<file path="src/rtl/timed_capture_ctrl.sv">
// Capture sequencer for the timestamping RX packer: gates the ADC strobe into fifo_wr_en
// between a programmed start timestamp and a programmed sample count.
module timed_capture_ctrl #(
    parameter int unsigned TS_WIDTH         = 64,
    parameter int unsigned COUNT_WIDTH      = 32,
    parameter bit          STOP_ON_OVERFLOW = 1'b1
) (
    input  logic                   clk,
    input  logic                   reset,
    input  logic [TS_WIDTH-1:0]    timestamp,
    input  logic                   arm,
    input  logic                   abort,
    input  logic                   immediate,
    input  logic [TS_WIDTH-1:0]    start_time,
    input  logic [COUNT_WIDTH-1:0] burst_len,
    input  logic                   adc_valid,
    input  logic                   pk_overflow,
    output logic                   pk_fifo_wr_en,
    output logic                   pk_reset,
    output logic                   busy,
    output logic                   capturing,
    output logic                   done,
    output logic                   late,
    output logic                   overflow,
    output logic [COUNT_WIDTH-1:0] sample_count
);

    typedef enum logic [1:0] {
        StIdle    = 2'd0,
        StArmed   = 2'd1,
        StCapture = 2'd2,
        StDone    = 2'd3
    } state_t;

    state_t                 state_q, state_d;
    logic                   imm_q, imm_d;
    logic [TS_WIDTH-1:0]    start_q, start_d;
    logic [COUNT_WIDTH-1:0] burst_q, burst_d;
    logic [COUNT_WIDTH-1:0] count_q, count_d;
    logic                   late_q, late_d;
    logic                   ovf_q, ovf_d;
    logic                   pk_reset_q, pk_reset_d;

    logic                   start_hit;
    logic                   pass;
    logic [COUNT_WIDTH-1:0] count_inc;

    always_comb begin
        state_d    = state_q;
        imm_d      = imm_q;
        start_d    = start_q;
        burst_d    = burst_q;
        count_d    = count_q;
        late_d     = late_q;
        ovf_d      = ovf_q;
        pk_reset_d = 1'b0;
        pass       = 1'b0;

        // No start in the packer-reset cycle, so the header lands on a clean packer.
        start_hit = adc_valid && !pk_reset_q && (imm_q || (timestamp >= start_q));
        count_inc = (count_q == '1) ? count_q : count_q + COUNT_WIDTH'(1);

        unique case (state_q)
            StIdle: begin
                if (arm && !abort) begin
                    imm_d      = immediate;
                    start_d    = start_time;
                    burst_d    = burst_len;
                    count_d    = '0;
                    late_d     = 1'b0;
                    ovf_d      = 1'b0;
                    pk_reset_d = 1'b1;
                    if (!immediate && (timestamp > start_time)) begin
                        late_d  = 1'b1;
                        state_d = StDone;
                    end else begin
                        state_d = StArmed;
                    end
                end
            end
            StArmed: begin
                if (start_hit) begin
                    pass    = 1'b1;
                    count_d = COUNT_WIDTH'(1);
                    state_d = (burst_q == COUNT_WIDTH'(1)) ? StDone : StCapture;
                end
            end
            StCapture: begin
                if (adc_valid) begin
                    pass    = 1'b1;
                    count_d = count_inc;
                    if ((burst_q != '0) && (count_inc == burst_q)) begin
                        state_d = StDone;
                    end
                end
                if (pk_overflow) begin
                    ovf_d = 1'b1;
                    if (STOP_ON_OVERFLOW) begin
                        state_d = StDone;
                    end
                end
            end
            StDone: begin
                state_d = StIdle;
            end
            default: begin
                state_d = StIdle;
            end
        endcase

        if (abort) begin
            state_d = StIdle;
            pass    = 1'b0;
            count_d = count_q;
        end
    end

    always_ff @(posedge clk) begin
        if (reset) begin
            state_q    <= StIdle;
            imm_q      <= 1'b0;
            start_q    <= '0;
            burst_q    <= '0;
            count_q    <= '0;
            late_q     <= 1'b0;
            ovf_q      <= 1'b0;
            pk_reset_q <= 1'b0;
        end else begin
            state_q    <= state_d;
            imm_q      <= imm_d;
            start_q    <= start_d;
            burst_q    <= burst_d;
            count_q    <= count_d;
            late_q     <= late_d;
            ovf_q      <= ovf_d;
            pk_reset_q <= pk_reset_d;
        end
    end

    assign pk_fifo_wr_en = pass && !reset;
    assign pk_reset      = pk_reset_q;
    assign busy          = (state_q != StIdle);
    assign capturing     = (state_q == StCapture);
    assign done          = (state_q == StDone);
    assign late          = late_q;
    assign overflow      = ovf_q;
    assign sample_count  = count_q;

endmodule

</file>
<file path="config.mk">
export PLATFORM = sky130hd
export DESIGN_NAME = timed_capture_ctrl
export DESIGN_NICKNAME = d
export VERILOG_FILES = /design/src/rtl/timed_capture_ctrl.sv
export SDC_FILE = /design/constraint.sdc
export NUM_CORES = 1
export LEC_CHECK = 0
export CAP_MARGIN = 30
export CELL_PAD_IN_SITES_DETAIL_PLACEMENT = 1
export CELL_PAD_IN_SITES_GLOBAL_PLACEMENT = 2
export CORE_MARGIN = 4
export CORE_UTILIZATION = 29
export DETAILED_ROUTE_END_ITERATION = 10
export GPL_TIMING_DRIVEN = 0
export PLACE_DENSITY = 0.92
export SYNTH_ARGS = -nofsm -noshare
export SYNTH_HDL_FRONTEND = slang
export SYNTH_SLANG_ARGS = --single-unit
export TNS_END_PERCENT = 5
</file>
<file path="constraint.sdc">
create_clock -name clk -period 3.9 [get_ports clk]
set_input_delay 0.39 -clock clk [delete_from_list [all_inputs] [get_ports clk]]
set_output_delay 0.39 -clock clk [all_outputs]
set_load 0.01 [all_outputs]
</file>
[Yosys cells after proc, flatten, opt, wreduce, memory -nomap -nowiden]
Index checks and enable logic that the tools add are counted.
Storage, ports and cells
  bits in registers: 134
  word-level logic and storage cells: 69
  output and inout bits: 39
Operators by class
  add/subtract/negate cells: 1
  reduce and logical (&&, ||, !) cells: 22
  bitwise operators: 2
  muxes and demuxes: 22
  order comparisons: 2
  eq/ne operators: 12
Operators with widths (number)
  two-way mux 32 bit: 4
  one-hot mux 32 bit (3 select lines): 1
  >= comparator 64 bit: 1
  greater-than comparator 64 bit: 1
  adder 32 x 1 -> 32 bit (second input constant): 1
  == test 32 x 1 -> 1 bit (second input constant): 1
  == test 32 bit: 1
  == test 32 bit (second input constant): 1
  nonzero test 32 bit: 1
  two-way mux 2 bit: 6
  two-way mux 1 bit: 8
  inequality test 2 bit (second input constant): 4
  one-hot mux 2 bit (4 select lines): 1
  logical AND 1 bit: 6
  AND reduction 5 bit: 1
  == test 2 bit (second input constant): 2
  zero test 1 bit: 4
  one-hot mux 1 bit (2 select lines): 2
  AND reduction 4 bit: 1
  nonzero test 2 bit: 2
  OR reduction 2 bit: 2
  inequality test 3 x 2 -> 1 bit (second input constant): 1
  inequality test 3 bit (second input constant): 1
  AND reduction 3 bit: 1
  other kinds (6): 7

[Longest topological paths before layout]
Gate-level depths: netlist of run 1.
  depth in word-level cells: 8
  depth in mapped cells: 14

[Least setup slack after synthesis of run 1]
Ideal clock, no wire load.
  path type: flip-flop to flip-flop
  start point: register count_q[1] (netlist: sample_count[1])
  end point: register state_q[0]
  period minus slack after synthesis: 3.309 ns
  data required time: 3.828 ns
  cell stages (with the launch flop): 12
  data arrival time: 3.237 ns
  path slack: 0.591 ns
  buffers on the path: 0
  path through: dfxtp_1 -> ha_1 -> nand3_1 -> nor4_4 -> a31oi_2 -> and3_4 -> or3_1 -> a21oi_1 -> nand4_1 -> or4b_1 -> a31oi_2 -> mux2i_1
On the way
  longest elaborated chain between the ends: 6
  elaborated cells between the ends (all ways): 7
  those cells by class: 1 x add/sub; 3 x eq/ne; 1 x mux; 2 x reduce/logical
RTL lines
  start, declared: line 39  | logic [COUNT_WIDTH-1:0] count_q, count_d;
  start signal, assigned: line 133  | count_q <= count_d;
  adder 32 x 1 -> 32 bit / == test 32 bit (equally long branches): line 61  | count_inc = (count_q == '1) ? count_q : count_q + COUNT_WIDTH'(1);
  two-way mux 32 bit *: line 61
  == test 32 bit *: line 92  | if ((burst_q != '0) && (count_inc == burst_q)) begin
  logical AND 1 bit *: line 92
  inequality test 3 x 2 -> 1 bit (no source line) *
  AND reduction 4 bit (no source line) *
  end signal, assigned: line 120  | state_q <= StIdle;
  end signal, assigned: line 129  | state_q <= state_d;
  end, declared: line 35  | state_t state_q, state_d;
Mark *: on every way between the ends. The rest lies on a longest branch, timed or not.
A chain may end at the register's enable or synchronous reset.

[Worst setup path in the final report of run 1]
  start point: register count_q[24] (netlist: sample_count[24])
  end point: register state_q[1]
The elaborated chain is that of the path after synthesis.

==> results of run 1 <==
## power groups by stage
stage | Sequential (mW) | Combinational, mW | Clock [mW]
6_report | 1.47 | 0.829 | 1.73
5_1_grt | 1.48 | 0.936 | 1.82
4_1_cts | 1.47 | 0.837 | 1.76
3_5_place_dp | 1.50 | 0.829 | 0
3_3_place_gp | 1.50 | 0.798 | 0
2_1_floorplan | 1.48 | 0.439 | 0
## cells in the mapped netlist, types with 3 or more instances
library cell | instances | share of area
sky130_fd_sc_hd__o21ai_0 | 57 | 0.029
sky130_fd_sc_hd__xor2_1 | 11 | 0.0098
sky130_fd_sc_hd__nand4_1 | 25 | 0.016
sky130_fd_sc_hd__inv_1 | 141 | 0.054
sky130_fd_sc_hd__and3_1 | 7 | 0.0045
sky130_fd_sc_hd__xnor2_1 | 36 | 0.032
sky130_fd_sc_hd__o31ai_1 | 4 | 0.0031
sky130_fd_sc_hd__and2_1 | 4 | 0.0026
sky130_fd_sc_hd__nand3b_1 | 18 | 0.014
sky130_fd_sc_hd__o211ai_1 | 6 | 0.0046
sky130_fd_sc_hd__or2_2 | 5 | 0.0032
sky130_fd_sc_hd__nor2b_1 | 7 | 0.0045
sky130_fd_sc_hd__nor4_1 | 13 | 0.0083
sky130_fd_sc_hd__or4_1 | 4 | 0.0031
sky130_fd_sc_hd__o22ai_1 | 3 | 0.0019
sky130_fd_sc_hd__a31oi_1 | 9 | 0.0057
sky130_fd_sc_hd__and4_1 | 8 | 0.0072
sky130_fd_sc_hd__or3_1 | 8 | 0.0051
sky130_fd_sc_hd__mux2i_1 | 4 | 0.0041
sky130_fd_sc_hd__a21oi_1 | 183 | 0.094
sky130_fd_sc_hd__ha_1 | 134 | 0.17
sky130_fd_sc_hd__a211oi_1 | 11 | 0.0084
sky130_fd_sc_hd__nor3_1 | 27 | 0.014
sky130_fd_sc_hd__nand2_1 | 259 | 0.099
sky130_fd_sc_hd__nand3_1 | 37 | 0.019
sky130_fd_sc_hd__buf_2 | 3 | 0.0015
sky130_fd_sc_hd__nor2_1 | 66 | 0.025
sky130_fd_sc_hd__clkbuf_1 | 48 | 0.018
sky130_fd_sc_hd__dfxtp_1 | 134 | 0.27
sky130_fd_sc_hd__nor3_2 | 4 | 0.0041
sky130_fd_sc_hd__a21o_1 | 18 | 0.014
sky130_fd_sc_hd__nand2b_1 | 4 | 0.0026
## timing repair
action                                  CTS  global route
hold buffers                              0             0
gates resized for setup                   7            10
pin swaps                                 1             0
endpoints found under the setup margin   29            29
cloned                                    0             0
setup buffers                             0             0
## cells in the final DEF, fill, tap and decap left out, types with 12 or more instances in the layout
master and count:
sky130_fd_sc_hd__nor4_1 12, sky130_fd_sc_hd__xnor2_1 36, sky130_fd_sc_hd__ha_1 133, sky130_fd_sc_hd__o21ai_0 56
sky130_fd_sc_hd__nor3_1 27, sky130_fd_sc_hd__nand4_1 25, sky130_fd_sc_hd__clkbuf_1 44, sky130_fd_sc_hd__a21oi_1 182
sky130_fd_sc_hd__clkdlybuf4s50_1 204, sky130_fd_sc_hd__nand3_1 37, sky130_fd_sc_hd__nand3b_1 18, sky130_fd_sc_hd__dfxtp_1 133
sky130_fd_sc_hd__a21o_1 18, sky130_fd_sc_hd__nor2_1 64, sky130_fd_sc_hd__nand2_1 259, sky130_fd_sc_hd__inv_1 141
sky130_fd_sc_hd__clkbuf_16 17
## flip-flops by register name, indices dropped and copies added, names as in the netlist
name and count:
sample_count 32, start_q 64, state_q 2, overflow 1, late 1, burst_q 32, imm_q 1, pk_reset 1
## worst max-delay path by stage
stage,from,end,slack (ps),cells past startpoint
floorplan,sample_count[1]$_SDFFE_PP0P_,state_q[0]$_SDFFE_PP0P_,590,11
global route,sample_count[15]$_SDFFE_PP0P_,state_q[1]$_SDFFE_PP0P_,-30,11
CTS,sample_count[1]$_SDFFE_PP0P_,state_q[1]$_SDFFE_PP0P_,20,11
global placement,timestamp[0],sample_count[19]$_SDFFE_PP0P_,-700,15
finish,sample_count[24]$_SDFFE_PP0P_,state_q[1]$_SDFFE_PP0P_,50,12
detailed placement,timestamp[19],sample_count[21]$_SDFFE_PP0P_,-700,14
## final cells by class
type | count | area share
Tap cell | 448 | 0.0429
Inverter | 141 | 0.0405
Clock buffer | 18 | 0.0336
Multi-Input combinational cell | 1009 | 0.490
Timing Repair Buffer | 205 | 0.157
Buffer | 55 | 0.0173
Sequential cell | 134 | 0.206
Clock inverter | 13 | 0.0130
## worst max-delay path: stages (launching register included)
cell and delay (ps):
sky130_fd_sc_hd__dfxtp_1 360, sky130_fd_sc_hd__buf_2 230, sky130_fd_sc_hd__nand3_1 220, sky130_fd_sc_hd__or3_1 560, sky130_fd_sc_hd__nor3_1 310, sky130_fd_sc_hd__buf_4 250
sky130_fd_sc_hd__nor3b_1 100, sky130_fd_sc_hd__xnor2_1 290, sky130_fd_sc_hd__and3_1 210, sky130_fd_sc_hd__nor4b_1 240, sky130_fd_sc_hd__or4b_1 510, sky130_fd_sc_hd__a31oi_2 280
sky130_fd_sc_hd__mux2i_1 200
## metal layers
metal | up-vias | GRT usage
li1 | 5068 | -
met1 | 4901 | 0.263
met2 | 203 | 0.342
met3 | 44 | 0.0393
met4 | 4 | 0.0517
met5 | - | 0
## logic make-up after synthesis
| logic type | synth area share |
|---|---|
| mux | 0.00524 |
| buf+inv | 0.0766 |
| flops | 0.274 |
| simple gates | 0.250 |
| xor+xnor | 0.0420 |
| compound gates | 0.181 |
| fa+ha+maj | 0.171 |
## through the flow
stage	hold slack [ps]	std cells	area (sq um)	setup slack [ps]	power [mW]
global placement	443	1991	12400	-699	2.29
global route	472	2023	13100	-32.7	4.23
CTS	457	2023	13000	22.4	4.07
finish	453	2023	13100	46.8	4.03
floorplan	436	1339	9790	591	1.92
detailed placement	448	1992	12400	-700	2.33
==> results_tabular.tex, run 1 <==
\begin{tabular}{lr}
\hline
Metric & Value \\
\hline
\multicolumn{2}{l}{\textbf{Global route}} \\
\quad Wire length of the first global-routing pass & 58.6 mm \\
\quad Total global routing track utilization & 0.202 \\
\quad Vias in the first global route & $\sim$11,000 \\
\quad Initial antenna violation count & 3 \\
\quad Pin count of the biggest net entering global routing & 17 \\
\quad Global-route congestion overflow total & 0 \\
\multicolumn{2}{l}{\textbf{Power and ir drop}} \\
\quad Share of power burned in the clock network & 0.430 \\
\quad Gate power share & 0.206 \\
\quad Switching fraction of total power & 0.295 \\
\quad Cell internal pwr & between 2 and 3 mW \\
\quad PD cells & 309 nW/um\^{}2 \\
\quad Leakage power of the design & between 5 and 6 nW \\
\quad Worst VDD drop & 0.282 mV \\
\quad Net Sw Power & 1.19 mW \\
\quad Part of the power in registers & 0.365 \\
\multicolumn{2}{l}{\textbf{Worst setup path}} \\
\quad Signal arrival time at the worst endpoint & between 4000 and 5000 ps \\
\quad Nature of the critical path endpoint & register \\
\quad Startpoint of the most critical register-to-register path & sample\_count[24]\$\_SDFFE\_PP0P\_ \\
\quad RR Endpoint & state\_q[1]\$\_SDFFE\_PP0P\_ \\
\quad Classification of the worst setup path & reg2reg \\
\quad Largest fanout on the critical path & 10 \\
\quad Reg2Reg Setup Slack & 50 ps \\
\quad Kind of start point of the critical path & register \\
\quad Required time worst endpoint & 4250 ps \\
\quad Logic depth of the worst register-to-register path & 12 \\
\multicolumn{2}{l}{\textbf{Detailed routing}} \\
\quad Via/cell ratio & 5.05 \\
\quad Wire length reported by the detailed router & 37.6 mm \\
\quad Pre-antenna DRT Iters & 4 \\
\quad Highest metal used & met5 \\
\quad Met3 wire len & 1.89 mm \\
\quad Total via count after detailed routing & 10,200 \\
\quad Iter 0 DRT Violations & 416 \\
\quad Number of remaining DRC errors & 0 \\
\quad Final antenna-violating net count & 0 \\
\quad Per-cell routed wire length & 18.6 microns \\
\quad Wire length on met2 & 17.6 mm \\
\quad Routed met1 length & 17.4 mm \\
\multicolumn{2}{l}{\textbf{STA}} \\
\quad Slew at the pin with the worst max-slew slack & 867 ps \\
\quad Total count of hold-check failures in the final report & 0 \\
\quad Setup Viol. Count Final & 0 \\
\quad Worst Clk Skew & 17.6 ps \\
\quad Final number of max-transition violations & 0 \\
\quad Worst max-slew margin expressed relative to the limit & 0.422 \\
\quad RSZ-0062 raised after global routing & yes \\
\quad Post-layout min period & between 3000 and 4000 ps \\
\quad Final Cycle Share & 0.988 \\
\quad Setup TNS after final layout & 0 ps \\
\quad Fmax & 0.260 GHz \\
\multicolumn{2}{l}{\textbf{Synth}} \\
\quad Yosys warning total & 0 \\
\quad Sequential fraction of the synthesis area & 0.274 \\
\quad Number of distinct library cells after synthesis & between 60 and 70 \\
\quad Fraction of registers with async set/reset & 0 \\
\quad Count of flip-flops with a built-in enable after synthesis & 0 \\
\quad Total of flip-flops plus latches after synthesis & 134 \\
\quad Number of instances in the synthesized netlist & 1,339 \\
\quad Average instance area after synthesis & 7.31 sq um \\
\quad Ys flop type & sky130\_fd\_sc\_hd\_\_dfxtp\_1 \\
\quad Netlist Area Pre-Place & a little under 10,000 sq um \\
\quad Post-synthesis net count & 1,640 \\
\multicolumn{2}{l}{\textbf{Clock tree}} \\
\quad Maximum buffer depth of the clock tree & 2 \\
\quad Clock latency of the later-clocked register in the worst-skew pair & between 400 and 500 ps \\
\quad Clock Pin Slew Worst Setup and Hold Paths & $\sim$70 ps \\
\quad Number of clock buffers inserted by TritonCTS & 17 \\
\quad Clock tree root driver cell & sky130\_fd\_sc\_hd\_\_clkbuf\_16 \\
\quad TritonCTS clock tree & done \\
\quad H-tree lvl count & 4 \\
\quad Num Clock Sinks & approximately 130 \\
\multicolumn{2}{l}{\textbf{Final layout}} \\
\quad Area Growth Syn to Fin & 33.3\% \\
\quad Fraction of final layout cells with drive strength greater than 1 & 0.0438 \\
\quad Antenna diode instance count & 0 \\
\quad Share of the core filled with cells & 0.390 \\
\quad Area of the multi-input gates & approximately 6400 sq um \\
\quad Filler instances & 4,123 \\
\quad Number of nets in the layout & 1,864 \\
\quad Storage cell area & 2680 sq um \\
\multicolumn{2}{l}{\textbf{Outcome}} \\
\quad Run status & finished, final reports clean \\
\multicolumn{2}{l}{\textbf{Place}} \\
\quad Routability congestion estimate from global placement & 0.919 \\
\quad PortBufs & roughly 200 \\
\quad Estimated wirelength of the detail-placed design & 30.4 mm \\
\multicolumn{2}{l}{\textbf{Run}} \\
\quad Max-cap violations & 0 \\
\multicolumn{2}{l}{\textbf{Floorplanning}} \\
\quad Placeable Area & 33,400 sq um \\
\quad Initial core utilization & 0.293 \\
\quad Full die area & 36,800 sq um \\
\quad Width of the die & 192 microns \\
\quad FP Rows & 67 \\
\quad Vertical die dimension & around 190 microns \\
\quad Count of pins on the block boundary & 206 \\
\multicolumn{2}{l}{\textbf{Min path}} \\
\quad Worst hold path class & reg2reg \\
\quad End point of the worst hold path & start\_q[6]\$\_SDFFE\_PP0P\_ \\
\quad Launch point of the worst hold path & start\_q[6]\$\_SDFFE\_PP0P\_ \\
\quad Hold Path Depth & 2 \\
\hline
\end{tabular}
(Power assumes the default switching activity.)
==> run 2: changes to the inputs <==
--- a/config.mk
+++ b/config.mk
@@ -5,14 +5,15 @@
 export SDC_FILE = /design/constraint.sdc
 export NUM_CORES = 1
 export LEC_CHECK = 0
+export ABC_AREA = 1
 export CAP_MARGIN = 30
 export CELL_PAD_IN_SITES_DETAIL_PLACEMENT = 1
 export CELL_PAD_IN_SITES_GLOBAL_PLACEMENT = 2
 export CORE_MARGIN = 4
-export CORE_UTILIZATION = 29
+export CORE_UTILIZATION = 28
 export DETAILED_ROUTE_END_ITERATION = 10
 export GPL_TIMING_DRIVEN = 0
-export PLACE_DENSITY = 0.92
+export PLACE_DENSITY = 0.93
 export SYNTH_ARGS = -nofsm -noshare
 export SYNTH_HDL_FRONTEND = slang
 export SYNTH_SLANG_ARGS = --single-unit
==> results_tabular.tex, run 2 <==
\begin{tabular}{lr}
\hline
Metric & Value \\
\hline
\multicolumn{2}{l}{\textbf{Place}} \\
\quad Estimated wirelength of the detail-placed design & 31.6 mm (+3.9\%) \\
\quad Placed Instance Area & 12,500 sq um (+0.70\%) \\
\quad Routability congestion estimate from global placement & 0.899 (-2.2\%) \\
\quad PortBufs & 205 (+0.49\%) \\
\multicolumn{2}{l}{\textbf{Detailed routing}} \\
\quad Iter 0 DRT Violations & 463 (+11\%) \\
\quad Wire length reported by the detailed router & 37.8 mm (+0.51\%) \\
\quad Number of remaining DRC errors & 0 (unchanged) \\
\quad Final antenna-violating net count & 0 (unchanged) \\
\quad Pre-antenna DRT Iters & 6 (+2) \\
\quad Total via count after detailed routing & 10,800 (+5.6\%) \\
\quad Via/cell ratio & 4.89 (-3.2\%) \\
\quad Per-cell routed wire length & 17.1 microns (-7.9\%) \\
\multicolumn{2}{l}{\textbf{Worst setup path}} \\
\quad Classification of the worst setup path & in2out \\
\quad Kind of start point of the critical path & input port \\
\quad Slowest stage cell on the critical path & sky130\_fd\_sc\_hd\_\_clkdlybuf4s50\_1 \\
\quad Largest fanout on the critical path & 3 (-7) \\
\quad Nature of the critical path endpoint & output pin \\
\quad Worst setup endpoint & pk\_fifo\_wr\_en \\
\quad Required time worst endpoint & 3510 ps (-740 ps) \\
\quad Logic depth of the worst register-to-register path & 16 (+4) \\
\quad Reg2Reg Setup Slack & 770 ps (+720 ps) \\
\quad Startpoint of the most critical register-to-register path & sample\_count[0]\$\_SDFFE\_PP0P\_ \\
\quad Logic depth of the worst setup path including buffers & 14 (+2) \\
\quad Worst-path cell chain & clkdlybuf4s50\_1 > ha\_1 > nand2\_1 > nor2\_1 > nand2\_1 > nor4\_1 > nand2\_1 > nand2\_1 > nand2\_1 > nand4\_1 > nand2\_1 > o22ai\_1 > and3\_1 > clkdlybuf4s50\_1 \\
\quad Buffers and inverters on the worst path & 2 (unchanged) \\
\quad Most frequent cell on the critical path & sky130\_fd\_sc\_hd\_\_nand2\_1 \\
\quad Slowest Stage Delay on Critical Path & 620 ps (+60 ps) \\
\quad RR Endpoint & state\_q[0]\$\_SDFFE\_PP0P\_ \\
\quad Signal arrival time at the worst endpoint & 3160 ps (-1040 ps) \\
\quad Startpoint of the worst setup timing path & timestamp[31] \\
\quad Family of cells with the greatest summed delay on the critical path & simple AND/OR/NAND/NOR gates \\
\multicolumn{2}{l}{\textbf{Final layout}} \\
\quad Fraction of final layout cells with drive strength greater than 1 & 0.0320 (-0.0118) \\
\quad Number of nets in the layout & 2,038 (+9.3\%) \\
\quad Most frequent standard cell in the layout excluding fill and tap cells & sky130\_fd\_sc\_hd\_\_nand2\_1 \\
\quad Register with the most flip-flops & start\_q \\
\quad Final instance area & 13,100 sq um (+0.32\%) \\
\quad Area Growth Syn to Fin & 32.7\% \\
\quad Number of flip-flops under the largest register name & 64 (unchanged) \\
\quad Most used cells in the layout excluding fill and tap cells & 312 x sky130\_fd\_sc\_hd\_\_nand2\_1, 235 x sky130\_fd\_sc\_hd\_\_inv\_1, 218 x sky130\_fd\_sc\_hd\_\_a21oi\_1 \\
\multicolumn{2}{l}{\textbf{Clock tree}} \\
\quad Num Clock Sinks & 134 (unchanged) \\
\quad Clock tree root driver cell & sky130\_fd\_sc\_hd\_\_clkbuf\_16 \\
\quad Maximum buffer depth of the clock tree & 2 (unchanged) \\
\quad Number of clock buffers inserted by TritonCTS & 17 (unchanged) \\
\quad Post-CTS Repair Setup Buffers & 0 (unchanged) \\
\quad Clock latency of the later-clocked register in the worst-skew pair & 440 ps (about the same) \\
\quad TritonCTS clock tree & done \\
\quad Clock Pin Slew Worst Setup and Hold Paths & 70 ps (about the same) \\
\quad Hold Buf Count CTS & 0 (unchanged) \\
\quad H-tree lvl count & 4 (unchanged) \\
\quad Cts repair resizes & 0 (-7) \\
\multicolumn{2}{l}{\textbf{Floorplanning}} \\
\quad Width of the die & 196 microns (+2.1\%) \\
\quad Vertical die dimension & 196 microns (+2.1\%) \\
\quad Initial core utilization & 0.285 (-0.00781) \\
\quad Placeable Area & 34,600 sq um (+3.5\%) \\
\quad Full die area & 38,300 sq um (+4.2\%) \\
\quad FP Rows & 68 (+1.5\%) \\
\quad Count of pins on the block boundary & 206 (unchanged) \\
\multicolumn{2}{l}{\textbf{Global route}} \\
\quad Total global routing track utilization & 0.191 (-0.0107) \\
\quad Global-route congestion overflow total & 0 (unchanged) \\
\quad Wire length of the first global-routing pass & 58.7 mm (+0.13\%) \\
\quad Initial antenna violation count & 11 (+8) \\
\quad Vias in the first global route & 11,300 (+4.5\%) \\
\quad Pin count of the biggest net entering global routing & 17 (unchanged) \\
\multicolumn{2}{l}{\textbf{Synth}} \\
\quad Fraction of registers with async set/reset & 0 (unchanged) \\
\quad Cell type with the largest total area after synthesis & sky130\_fd\_sc\_hd\_\_dfxtp\_1 \\
\quad Average instance area after synthesis & 6.52 sq um (-11\%) \\
\quad Total of flip-flops plus latches after synthesis & 134 (unchanged) \\
\quad Yosys warning total & 0 (unchanged) \\
\quad Most frequent cell after synthesis & sky130\_fd\_sc\_hd\_\_nand2\_1 \\
\quad Sequential fraction of the synthesis area & 0.272 (-0.00208) \\
\quad Number of instances in the synthesized netlist & 1,513 (+13\%) \\
\quad Number of distinct library cells after synthesis & 36 (-45\%) \\
\quad Post-synthesis net count & 1,814 (+11\%) \\
\quad Commonest cells in the synthesized netlist & 312 x sky130\_fd\_sc\_hd\_\_nand2\_1, 235 x sky130\_fd\_sc\_hd\_\_inv\_1, 218 x sky130\_fd\_sc\_hd\_\_a21oi\_1 \\
\quad Top post-synthesis cells by area & sky130\_fd\_sc\_hd\_\_dfxtp\_1 27\%, sky130\_fd\_sc\_hd\_\_ha\_1 17\%, sky130\_fd\_sc\_hd\_\_nand2\_1 12\% \\
\quad Area share of the leading cell type in the synthesized netlist & 0.272 (-0.00208) \\
\quad Count of flip-flops with a built-in enable after synthesis & 0 (unchanged) \\
\quad Ys flop type & sky130\_fd\_sc\_hd\_\_dfxtp\_1 \\
\quad Netlist Area Pre-Place & 9870 sq um (+0.77\%) \\
\multicolumn{2}{l}{\textbf{Power and ir drop}} \\
\quad Net Sw Power & 1.47 mW (+23\%) \\
\quad Switching fraction of total power & 0.330 (+0.0352) \\
\quad Part of the power in registers & 0.358 (-0.007) \\
\quad Share of power burned in the clock network & 0.382 (-0.048) \\
\quad Leakage power of the design & 5.83 nW (+14\%) \\
\quad PD cells & 339 nW/um\^{}2 (+9.7\%) \\
\quad Worst VDD drop & 0.249 mV (-12\%) \\
\quad Cell internal pwr & 2.97 mW (+4.6\%) \\
\quad Gate power share & 0.260 (+0.054) \\
\multicolumn{2}{l}{\textbf{Min path}} \\
\quad Hold Path Depth & 2 (unchanged) \\
\quad Worst hold path class & reg2reg \\
\multicolumn{2}{l}{\textbf{Run}} \\
\quad Max-cap violations & 0 (unchanged) \\
\multicolumn{2}{l}{\textbf{STA}} \\
\quad Fmax & 0.282 GHz (+8.7\%) \\
\quad Final Cycle Share & 0.909 (-0.0789) \\
\quad Setup TNS after final layout & 0 ps (unchanged) \\
\quad Slew at the pin with the worst max-slew slack & 805 ps (-62.2 ps) \\
\quad Hold Slack & 470 ps (+16.4 ps) \\
\quad Setup Viol. Count Final & 0 (unchanged) \\
\quad Post-layout min period & 3550 ps (-308 ps) \\
\quad Worst max-slew margin expressed relative to the limit & 0.464 (+0.0415) \\
\quad Worst Clk Skew & 15.7 ps (-1.92 ps) \\
\quad Total count of hold-check failures in the final report & 0 (unchanged) \\
\quad Final number of max-transition violations & 0 (unchanged) \\
\quad RSZ-0062 raised after global routing & no \\
\multicolumn{2}{l}{\textbf{Outcome}} \\
\quad Run status & finished, final reports clean \\
\hline
\end{tabular}
==> run 2: kinds of logic (layout without fill, tap and decap cells) <==
| family | Yosys count | in the layout | share of synthesized area |
|---|---|---|---|
| AO/OA/AOI/OAI | 390 | 390 | 0.202 |
| XOR/XNOR | 9 | 9 | 0.00799 |
| other | 0 | 2 | 0 |
| AND/OR/NAND/NOR | 558 | 558 | 0.237 |
| buffers and inverters | 288 | 525 | 0.112 |
| flip-flops | 134 | 134 | 0.272 |
| adder cells (fa/ha/maj) | 134 | 134 | 0.170 |
==> run 2: tightest hold or removal path, stage by stage (launching register included) <==
cell                      delay (ps)
sky130_fd_sc_hd__dfxtp_1         300
sky130_fd_sc_hd__inv_1            70
sky130_fd_sc_hd__a21oi_1          60
==> run 2: worst min-delay path by stage <==
| stage | startpoint | endpoint | slack [ps] |
|---|---|---|---|
| 3_3_place_gp | imm_q$_SDFFE_PP0P_ | imm_q$_SDFFE_PP0P_ | 460 |
| 2_1_floorplan | imm_q$_SDFFE_PP0P_ | imm_q$_SDFFE_PP0P_ | 430 |
| 4_1_cts | imm_q$_SDFFE_PP0P_ | imm_q$_SDFFE_PP0P_ | 480 |
| 6_report | imm_q$_SDFFE_PP0P_ | imm_q$_SDFFE_PP0P_ | 470 |
| 5_1_grt | imm_q$_SDFFE_PP0P_ | imm_q$_SDFFE_PP0P_ | 500 |
| 3_5_place_dp | imm_q$_SDFFE_PP0P_ | imm_q$_SDFFE_PP0P_ | 460 |
==> run 2: cell type report <==
cell class	instances	area, sq um
fillers	4428	21500
flip-flops and latches	134	2680
multi-input cells	1091	6080
diodes	2	5.00
inverters	238	893
clock inverters	14	165
repair buffers	205	2050
clock buffers	18	439
plain buffers	50	210
well taps	455	569
==> run 2: per-layer routing <==
metal  global-route usage  wire [microns]  up-vias  part of all wire
li1                     -               -     5399                 -
met1                0.232           16400     5066              0.43
met2                0.335           18100      244              0.48
met3               0.0464            2340       63             0.062
met4               0.0556             837       18             0.022
met5                    0             109        -            0.0029
==> run 2: power by group through the flow <==
| stage | clock, mW | combinational (mW) | sequential (mW) |
|---|---|---|---|
| 6_report | 1.70 | 1.15 | 1.59 |
| 5_1_grt | 1.78 | 1.31 | 1.60 |
| 4_1_cts | 1.72 | 1.16 | 1.59 |
| 3_5_place_dp | 0 | 1.15 | 1.61 |
| 3_3_place_gp | 0 | 1.11 | 1.61 |
| 2_1_floorplan | 0 | 0.628 | 1.60 |
==> run 2: stage by stage <==
stage	instances	setup slack, ps	utilization	power (mW)
final	2207	355	0.378	4.44
after global routing	2206	92.4	0.378	4.69
after CTS	2205	320	0.378	4.46
after detailed placement	2173	335	0.361	2.77
after global placement	2173	363	0.361	2.72
after floorplan	1513	1640	-	2.22
